[config.mk]
export PLATFORM = sky130hd
export DESIGN_NAME = adc_scan_sequencer
export DESIGN_NICKNAME = d
export VERILOG_FILES = /design/src/rtl/adc_scan_sequencer.sv
export SDC_FILE = /design/constraint.sdc
export NUM_CORES = 1
export LEC_CHECK = 0
export ABC_AREA = 1
export CAP_MARGIN = 20
export CORE_ASPECT_RATIO = 1.2
export CORE_MARGIN = 2
export CORE_UTILIZATION = 58
export DETAILED_ROUTE_END_ITERATION = 8
export PLACE_DENSITY = 0.85
export SETUP_SLACK_MARGIN = 0.2
export SKIP_LAST_GASP = 1
export SYNTH_ARGS = -nofsm -noshare
export SYNTH_HDL_FRONTEND = slang
export SYNTH_SLANG_ARGS = --single-unit
[constraint.sdc]
create_clock -name clk_50 -period 6.67 [get_ports clk_50]
set_input_delay 1.6675 -clock clk_50 [delete_from_list [all_inputs] [get_ports clk_50]]
set_output_delay 1.6675 -clock clk_50 [all_outputs]
set_load 0.05 [all_outputs]
[src/rtl/adc_scan_sequencer.sv]
// adc_scan_sequencer: round-robin scan engine for the ADC128S022 8-channel SPI ADC with a result bank.
// Define ADC_OBSTACLE_FLAGS_EN to build the per-channel threshold compare driving obstacle.
module adc_scan_sequencer #(
    parameter int unsigned CLK_DIV = 16
) (
    input  logic        clk_50,
    input  logic        reset,
    input  logic        enable,
    input  logic [7:0]  ch_enable,
    output logic        adc_cs_n,
    output logic        adc_sclk,
    output logic        adc_saddr,
    input  logic        adc_sdat,
    output logic        sample_valid,
    output logic [2:0]  sample_ch,
    output logic [11:0] sample_data,
    input  logic [2:0]  rd_ch,
    output logic [11:0] rd_data,
    input  logic [11:0] threshold,
    output logic [7:0]  obstacle
);
    localparam int unsigned CW = $clog2(CLK_DIV);
    localparam logic [CW-1:0] LAST = CW'(CLK_DIV - 1);

    typedef enum logic [1:0] {IDLE, SETUP, SHIFT, HOLD} state_t;

    state_t        r_state, w_state_nxt;
    logic [CW-1:0] r_cnt;
    logic          r_high;
    logic [3:0]    r_per;
    logic [2:0]    r_cur_ch, r_next_ch;
    logic [10:0]   r_shift;
    logic          r_saddr;
    logic          r_valid;
    logic [2:0]    r_sample_ch;
    logic [11:0]   r_sample_data;
    logic [11:0]   r_bank [8];

    logic          w_last, w_frame_end, w_run, w_wr;
    logic [2:0]    w_ch_base, w_next_ch;
    logic [11:0]   w_result;
    logic [15:0]   w_ctrl;

    function automatic logic [2:0] f_next_ch(input logic [2:0] base, input logic [7:0] mask);
        logic [2:0] idx;
        logic       found;
        f_next_ch = base;
        found     = 1'b0;
        for (int unsigned i = 1; i < 8; i++) begin
            idx = base + 3'(i);
            if (!found && mask[idx]) begin
                f_next_ch = idx;
                found     = 1'b1;
            end
        end
    endfunction

    assign w_last      = (r_cnt == LAST);
    assign w_frame_end = (r_state == SHIFT) && r_high && w_last && (r_per == 4'd15);
    assign w_run       = enable && (|ch_enable);
    // At frame end cur_ch is about to become next_ch, so the new lookup starts from there.
    assign w_ch_base   = (r_state == SHIFT) ? r_next_ch : r_cur_ch;
    assign w_next_ch   = f_next_ch(w_ch_base, ch_enable);
    assign w_result    = {r_shift, adc_sdat};
    assign w_ctrl      = {2'b00, r_next_ch, 11'd0};
    assign w_wr        = w_frame_end && ch_enable[r_cur_ch];

    always_ff @(posedge clk_50 or posedge reset) begin
        if (reset) r_state <= IDLE;
        else       r_state <= w_state_nxt;
    end

    always_comb begin
        w_state_nxt = r_state;
        adc_cs_n    = 1'b1;
        adc_sclk    = 1'b1;
        case (r_state)
            IDLE:  if (w_run && w_last) w_state_nxt = SETUP;
            SETUP: begin
                adc_cs_n = 1'b0;
                if (w_last) w_state_nxt = SHIFT;
            end
            SHIFT: begin
                adc_cs_n = 1'b0;
                adc_sclk = r_high;
                if (w_frame_end && !w_run) w_state_nxt = HOLD;
            end
            HOLD:    w_state_nxt = IDLE;
            default: w_state_nxt = IDLE;
        endcase
    end

    // In IDLE r_cnt counts CS-high cycles (saturating) to enforce the minimum gap between runs.
    always_ff @(posedge clk_50 or posedge reset) begin
        if (reset) begin
            r_cnt     <= LAST;
            r_high    <= 1'b0;
            r_per     <= '0;
            r_cur_ch  <= '0;
            r_next_ch <= '0;
            r_shift   <= '0;
            r_saddr   <= 1'b0;
        end else begin
            case (r_state)
                IDLE: begin
                    if (w_state_nxt == SETUP) begin
                        r_cnt    <= '0;
                        r_cur_ch <= '0;
                    end else if (!w_last) begin
                        r_cnt <= r_cnt + 1'b1;
                    end
                end
                SETUP: begin
                    if (w_last) begin
                        r_cnt     <= '0;
                        r_high    <= 1'b0;
                        r_per     <= '0;
                        r_saddr   <= 1'b0;
                        r_next_ch <= w_next_ch;
                    end else begin
                        r_cnt <= r_cnt + 1'b1;
                    end
                end
                SHIFT: begin
                    if (!w_last) begin
                        r_cnt <= r_cnt + 1'b1;
                    end else if (!r_high) begin
                        r_cnt  <= '0;
                        r_high <= 1'b1;
                    end else begin
                        r_cnt   <= '0;
                        r_high  <= 1'b0;
                        r_shift <= {r_shift[9:0], adc_sdat};
                        if (r_per == 4'd15) begin
                            r_per    <= '0;
                            r_saddr  <= 1'b0;
                            r_cur_ch <= r_next_ch;
                            if (w_run) r_next_ch <= w_next_ch;
                        end else begin
                            r_per   <= r_per + 4'd1;
                            r_saddr <= w_ctrl[4'd14 - r_per];
                        end
                    end
                end
                HOLD:    r_cnt <= CW'(1);
                default: r_cnt <= LAST;
            endcase
        end
    end

    always_ff @(posedge clk_50 or posedge reset) begin
        if (reset) begin
            r_valid       <= 1'b0;
            r_sample_ch   <= '0;
            r_sample_data <= '0;
            for (int unsigned i = 0; i < 8; i++) r_bank[i] <= '0;
        end else begin
            r_valid <= w_wr;
            if (w_wr) begin
                r_sample_ch        <= r_cur_ch;
                r_sample_data      <= w_result;
                r_bank[r_cur_ch]   <= w_result;
            end
        end
    end

`ifdef ADC_OBSTACLE_FLAGS_EN
    logic [7:0] r_obstacle;
    always_ff @(posedge clk_50 or posedge reset) begin
        if (reset)     r_obstacle <= '0;
        else if (w_wr) r_obstacle[r_cur_ch] <= (w_result >= threshold);
    end
    assign obstacle = r_obstacle;
`else
    logic w_unused_threshold;
    assign w_unused_threshold = ^threshold;
    assign obstacle = 8'h00;
`endif

    assign adc_saddr    = r_saddr;
    assign sample_valid = r_valid;
    assign sample_ch    = r_sample_ch;
    assign sample_data  = r_sample_data;
    assign rd_data      = r_bank[rd_ch];

endmodule

Yosys cells after proc, flatten, opt, wreduce, memory -nomap -nowiden
Index checks and enable logic that the tools add are counted.
W data, S select, Z words.
{ "op_classes": {"bitwise_logic": 2, "n_eq_ne": 13, "addsub": 10, "order_cmp": 12, "n_mux": 72, "n_reduce_logical": 31} }
{ "ops": {"columns": ["op", "n"], "rows": [
  ["$bwmux W96", 1],
  ["$mux W3", 17],
  ["$bmux W12 S3", 1],
  ["$demux W12 S3", 1],
  ["$mux W12", 3],
  ["$lt A3 B4 Y1 const B", 8],
  ["$mux W4", 7],
  ["$bmux W1 S3", 8],
  ["$mux W1", 23],
  ["$logic_and A1 B1 Y1", 14],
  ["$add A3 B3 Y3 const B", 4],
  ["$pmux W3 S2", 2],
  ["$pmux W4 S3", 1],
  ["$ne A2 B2 Y1 const B", 5],
  ["$add A4 B1 Y4 const B", 2],
  ["$eq A4 B4 Y1 const B", 2],
  ["$ge A4 B4 Y1 const B", 2],
  ["$not A3 Y4", 2],
  ["$pmux W2 S4", 1],
  ["$pmux W4 S2", 1],
  ["$reduce_or A8 Y1", 1],
  ["$logic_not A1 Y1", 7],
  ["$add A3 B2 Y3 const B", 2],
  ["$mux W2", 3],
  ["17 further kinds", 22]
]} }
{ "totals": {"word_cells": 159, "regBits": 141, "output_inout_bits": 39, "input_bits": 27} }

Depth between registers and ports, before layout
{ "logic_depth": {"depth_word": 29, "depth_mapped": 25, "mapped_depth_nobuf": 23} }

Worst setup path after synthesis
No wires, ideal clock.
{ "synth_timing": {"kind": "input to output", "start": "input rd_ch[0]", "end": "output rd_data[1]", "arrival_time_ns": 3.273, "path_slack_ns": 1.729, "required_ns": 5.003, "stages": 6, "n_path_buf": 2, "cell_sequence": "clkbuf_1 -> clkbuf_1 -> nor2_1 -> nor2_1 -> o21ai_0 -> a31oi_1"} }
{ "synth_via": {"elab_chain_cells": 4} }
{ "synth_lines": {"columns": ["item", "line", "rtl"], "rows": [
  ["from (decl)", "17", "input logic [2:0] rd_ch,"],
  ["$not A3 Y4 (implied by the code)", "184", "assign rd_data = r_bank[rd_ch];"],
  ["$bmux W12 S3", "184", null],
  ["$mux W12 (implied by the code) (2 in series)", "184", null],
  ["to (decl)", "18", "output logic [11:0] rd_data,"]
]} }
No other way between the ends. The select of a mux whose other input is x is not followed.

Worst setup path in the final report
{ "layout_timing": {"start": "input rd_ch[1]", "end": "output rd_data[0]"} }
Same word-level chain as after synthesis.

==> impl_metrics.yaml <==
pwr:
  seq_power_share_pct: 41.8
  p_leak_nw: 3.903
  share_clk_of_total_power_pct: 50.7
  power_density_nw_per_um2: 242.7
  vdd_ir_drop_max_mv: 0.1922
  net-switching-power_w: 0.0004736
  design_power_total_w: 0.002048
  switching_share_pct: 23.12
  power_frac_comb_pct: 7.5
  power.internal_w: 0.001575
drt:
  drtIter0Drc: 573
  detailroute.via_count: 6518
  average_detailed_routed_wire_length_per_instance_um: 16.03
  postRouteAntennaNets: 0
  detailed_router_iteration_count_before_antenna_repair: 6
  drc: 0
  via_density: 5.856
  routed_wl_um: 17850
place:
  finalWeightedCongestion: 0.8987
  place_hpwl_um: 11210
  i_o_buffers: 45
synth:
  synth_top_area_share_pct: 46.91
  synth.mux.area_fraction_pct: 0
  synth_compound_gate_area_share_pct: 17.17
  ys_seq_elements: 141
  post_synth_fa_ha_maj_area_fraction_pct: 1.712
  syn_avg_cell_area_um2: 7.987
  synth_ff_type: "sky130_fd_sc_hd__dfrtp_1"
  synth-edff-count: 0
  dominant_combinational_cell_family_by_area_after_synthesis: "simple AND/OR/NAND/NOR gates"
  synthTopCellsByCount: "sky130_fd_sc_hd__nand2_1, sky130_fd_sc_hd__dfrtp_1, sky130_fd_sc_hd__o21ai_0, sky130_fd_sc_hd__nor2_1, sky130_fd_sc_hd__o21ai_1"
  synth_xor_xnor_area_share_pct: 0.3595
  yosys.cell_count.top_type: "sky130_fd_sc_hd__nand2_1"
  yosys.cell_types.count: 42
  yosysSeqAreaShare_pct: 48.35
  post_synth_inst_count: 915
  post_synth_instance_area_um2: 7308
  synth_simple_gate_area_share_pct: 25.29
  yosys.area.top_type: "sky130_fd_sc_hd__dfrtp_1"
  synthesis.yosys.warnings: 0
  yosys-top-cells-area: "sky130_fd_sc_hd__dfrtp_1, sky130_fd_sc_hd__nand2_1, sky130_fd_sc_hd__o21ai_0"
  synth_async_sr_flop_share_pct: 100.0
flow_run:
  maxCapViolCount: 0
clock_network:
  post-cts-setup-buffer-count: 0
  number_of_clock_buffers_inserted_by_tritoncts: 17
  tritoncts_clock_tree: "built"
  worstSkewPairLatency_ns: 0.42
  cts.repair.resized: 0
  ctsHoldBuffers: 0
  maximum_number_of_buffers_from_clock_root_to_sink: 2
  cts_max_level: 4
  cts_sinks: 141
  clk_root_buffer_cell: "sky130_fd_sc_hd__clkbuf_16"
  clk_pin_slew_worst_paths_ns: 0.06
floorplan:
  chipWidth_um: 106.5
  dieHeight_um: 127.0
  floorplan.die_area_um2: 13520
  top_level_ports: 66
  floorplan.initialDensity_pct: 59.80
  core_outline_area_um2: 12220
  placement_rows: 44
global_routing:
  grt_use_met3_pct: 6.526
  grt-ovfl-total: 0
  grt_first_pass_wirelength_um: 29970
  grt_pass1_vias: 6183
  largest_net_degree_at_the_start_of_global_routing: 98
  groute.layer.met2.usage_pct: 48.49
  groute.usage.overall_pct: 28.18
  grt.busiest_layer: "met2"
  grt_util_met1_pct: 35.28
  number_of_antenna_violations_at_the_first_check_in_global_routing: 0
finish:
  final_stage_net_count: 976
  fill_cells: 963
  synthToLayoutAreaGrowth_pct: 15.51
  diodes: 0
  drive_above_1_share_pct: 10.50
worst_setup_path:
  critPathArrivalTime_ns: 3.83
  critical_path.endpoint_type: "output pin"
  highest_fanout_seen_on_the_critical_path: 24
  critical_path.startpoint_type: "input pin"
  worstReg2RegEnd: "r_bank[43]"
  worst_r2r_startpoint: "r_state[0]"
  worst_setup_path_class: "input pin to output pin"
  worstRegToRegCells: 8
  rrSetupSlack_ns: 2.20
  worstPathRequired_ns: 5.00
status:
  run_status: "complete, no violations"
worst_hold_path:
  hp-class: "flop to flop"
  hp-start: "r_bank[83]"
  hold_depth: 2
  worst_hold_path.endpoint: "r_bank[83]"
timing:
  worst-slew-pin-transition_ns: 0.9014
  fin_worst_skew_ns: 0.008536
  tns_ns: 0
  timing.final.setup_violations: 0
  timing.final.crit_period_ns: 5.502
  layout_worst_path_cycle_share_pct: 82.49
  timing.slew.headroom_pct: 39.76
  unrepaired_setup_endpoints_after_global_routing: "false"
  clock.fmax_ghz: 0.1817
  timing.final.max_slew_violations: 0
  finalHoldViolCount: 0
==> per-layer routing <==
| layer | routed length (µm) | vias up |
|---|---|---|
| met4 | 442 | 0 |
| li1 | - | 3083 |
| met2 | 9072 | 272 |
| met5 | 0 | - |
| met3 | 1162 | 40 |
| met1 | 7169 | 3123 |
==> registers in the layout, indices dropped and copies added (netlist names) <==
register      flops
adc_saddr         1
r_next_ch         3
r_per             4
r_cur_ch          3
r_cnt             4
sample_ch         3
sample_data      12
r_state           2
sample_valid      1
r_shift          11
r_bank           96
r_high            1
==> power groups by stage <==
stage / Clock [W] / Combinational [W] / Sequential, W
CTS: 0.00104 / 0.000153 / 0.000856
detailed placement: 0 / 0.000152 / 0.000872
floorplan: 0 / 0.000105 / 0.000872
finish: 0.00104 / 0.000153 / 0.000856
global placement: 0 / 0.000151 / 0.000871
global route: 0.00109 / 0.000167 / 0.000856
==> worst max-delay path, stage by stage <==
cell and delay (ns):
sky130_fd_sc_hd__clkdlybuf4s50_1 0.42, sky130_fd_sc_hd__inv_1 0.65, sky130_fd_sc_hd__o21ai_0 0.22, sky130_fd_sc_hd__o22ai_1 0.19
sky130_fd_sc_hd__nor2_1 0.06, sky130_fd_sc_hd__a31oi_1 0.42, sky130_fd_sc_hd__buf_12 0.20
==> placed cells by master (no fill, tap or decap), types with 3 or more instances in the layout <==
cell / instances
sky130_fd_sc_hd__nand4_2: 7
sky130_fd_sc_hd__ha_1: 10
sky130_fd_sc_hd__clkdlybuf4s50_1: 33
sky130_fd_sc_hd__nand2_2: 12
sky130_fd_sc_hd__conb_1: 8
sky130_fd_sc_hd__nand2_1: 214
sky130_fd_sc_hd__a21oi_1: 3
sky130_fd_sc_hd__dfstp_2: 4
sky130_fd_sc_hd__clkinv_2: 3
sky130_fd_sc_hd__clkinv_4: 3
sky130_fd_sc_hd__bufinv_16: 5
sky130_fd_sc_hd__buf_12: 5
sky130_fd_sc_hd__nand4_1: 10
sky130_fd_sc_hd__buf_4: 13
sky130_fd_sc_hd__dfrtp_1: 137
sky130_fd_sc_hd__inv_6: 3
sky130_fd_sc_hd__inv_1: 52
sky130_fd_sc_hd__o21ai_1: 61
sky130_fd_sc_hd__o21ai_0: 132
sky130_fd_sc_hd__inv_2: 4
sky130_fd_sc_hd__xor2_1: 3
sky130_fd_sc_hd__clkbuf_16: 17
sky130_fd_sc_hd__nand3_1: 49
sky130_fd_sc_hd__nor2_1: 99
sky130_fd_sc_hd__nand2_4: 5
sky130_fd_sc_hd__o22ai_1: 15
sky130_fd_sc_hd__nand3_2: 5
sky130_fd_sc_hd__a31oi_1: 15
==> cells by family after synthesis <==
family | Yosys count
buf+inv | 113
other cells | 1
flops | 141
simple gates | 411
xor+xnor | 3
compound gates | 236
fa+ha+maj | 10
==> worst max-delay path by stage <==
stage,from,slack [ns],endpoint,cells after the start
after floorplan,reset,1.23,adc_saddr,1
after global placement,rd_ch[1],1.24,rd_data[0],7
after detailed placement,rd_ch[1],1.23,rd_data[0],7
after CTS,rd_ch[1],1.23,rd_data[0],7
after global routing,rd_ch[1],1.06,rd_data[0],7
final,rd_ch[1],1.17,rd_data[0],7
==> area by class of cell <==
| type | count | area, µm² | area share, % |
|---|---|---|---|
| inverter | 60 | 240.2 | 2.846 |
| clock buffer | 18 | 439.2 | 5.202 |
| clock inverter | 14 | 215.2 | 2.549 |
| timing repair buffer | 51 | 528.0 | 6.255 |
| sequential | 141 | 3533 | 41.86 |
| tap | 161 | 201.4 | 2.386 |
| multi-input combinational | 668 | 3284 | 38.91 |
==> per-stage QoR <==
stage	utilization, %	instance area, µm²	hold WS, ns	cells	setup WS [ns]
final	69.07	8442	0.4762	1113	1.168
after global routing	69.07	8442	0.5035	1113	1.055
after CTS	69.07	8442	0.4824	1113	1.233
after detailed placement	63.72	7787	0.4678	1081	1.226
after global placement	63.72	7787	0.4606	1081	1.240
after floorplan	-	7335	0.4478	922	1.228
No activity file was read; power rests on OpenSTA's default activity.
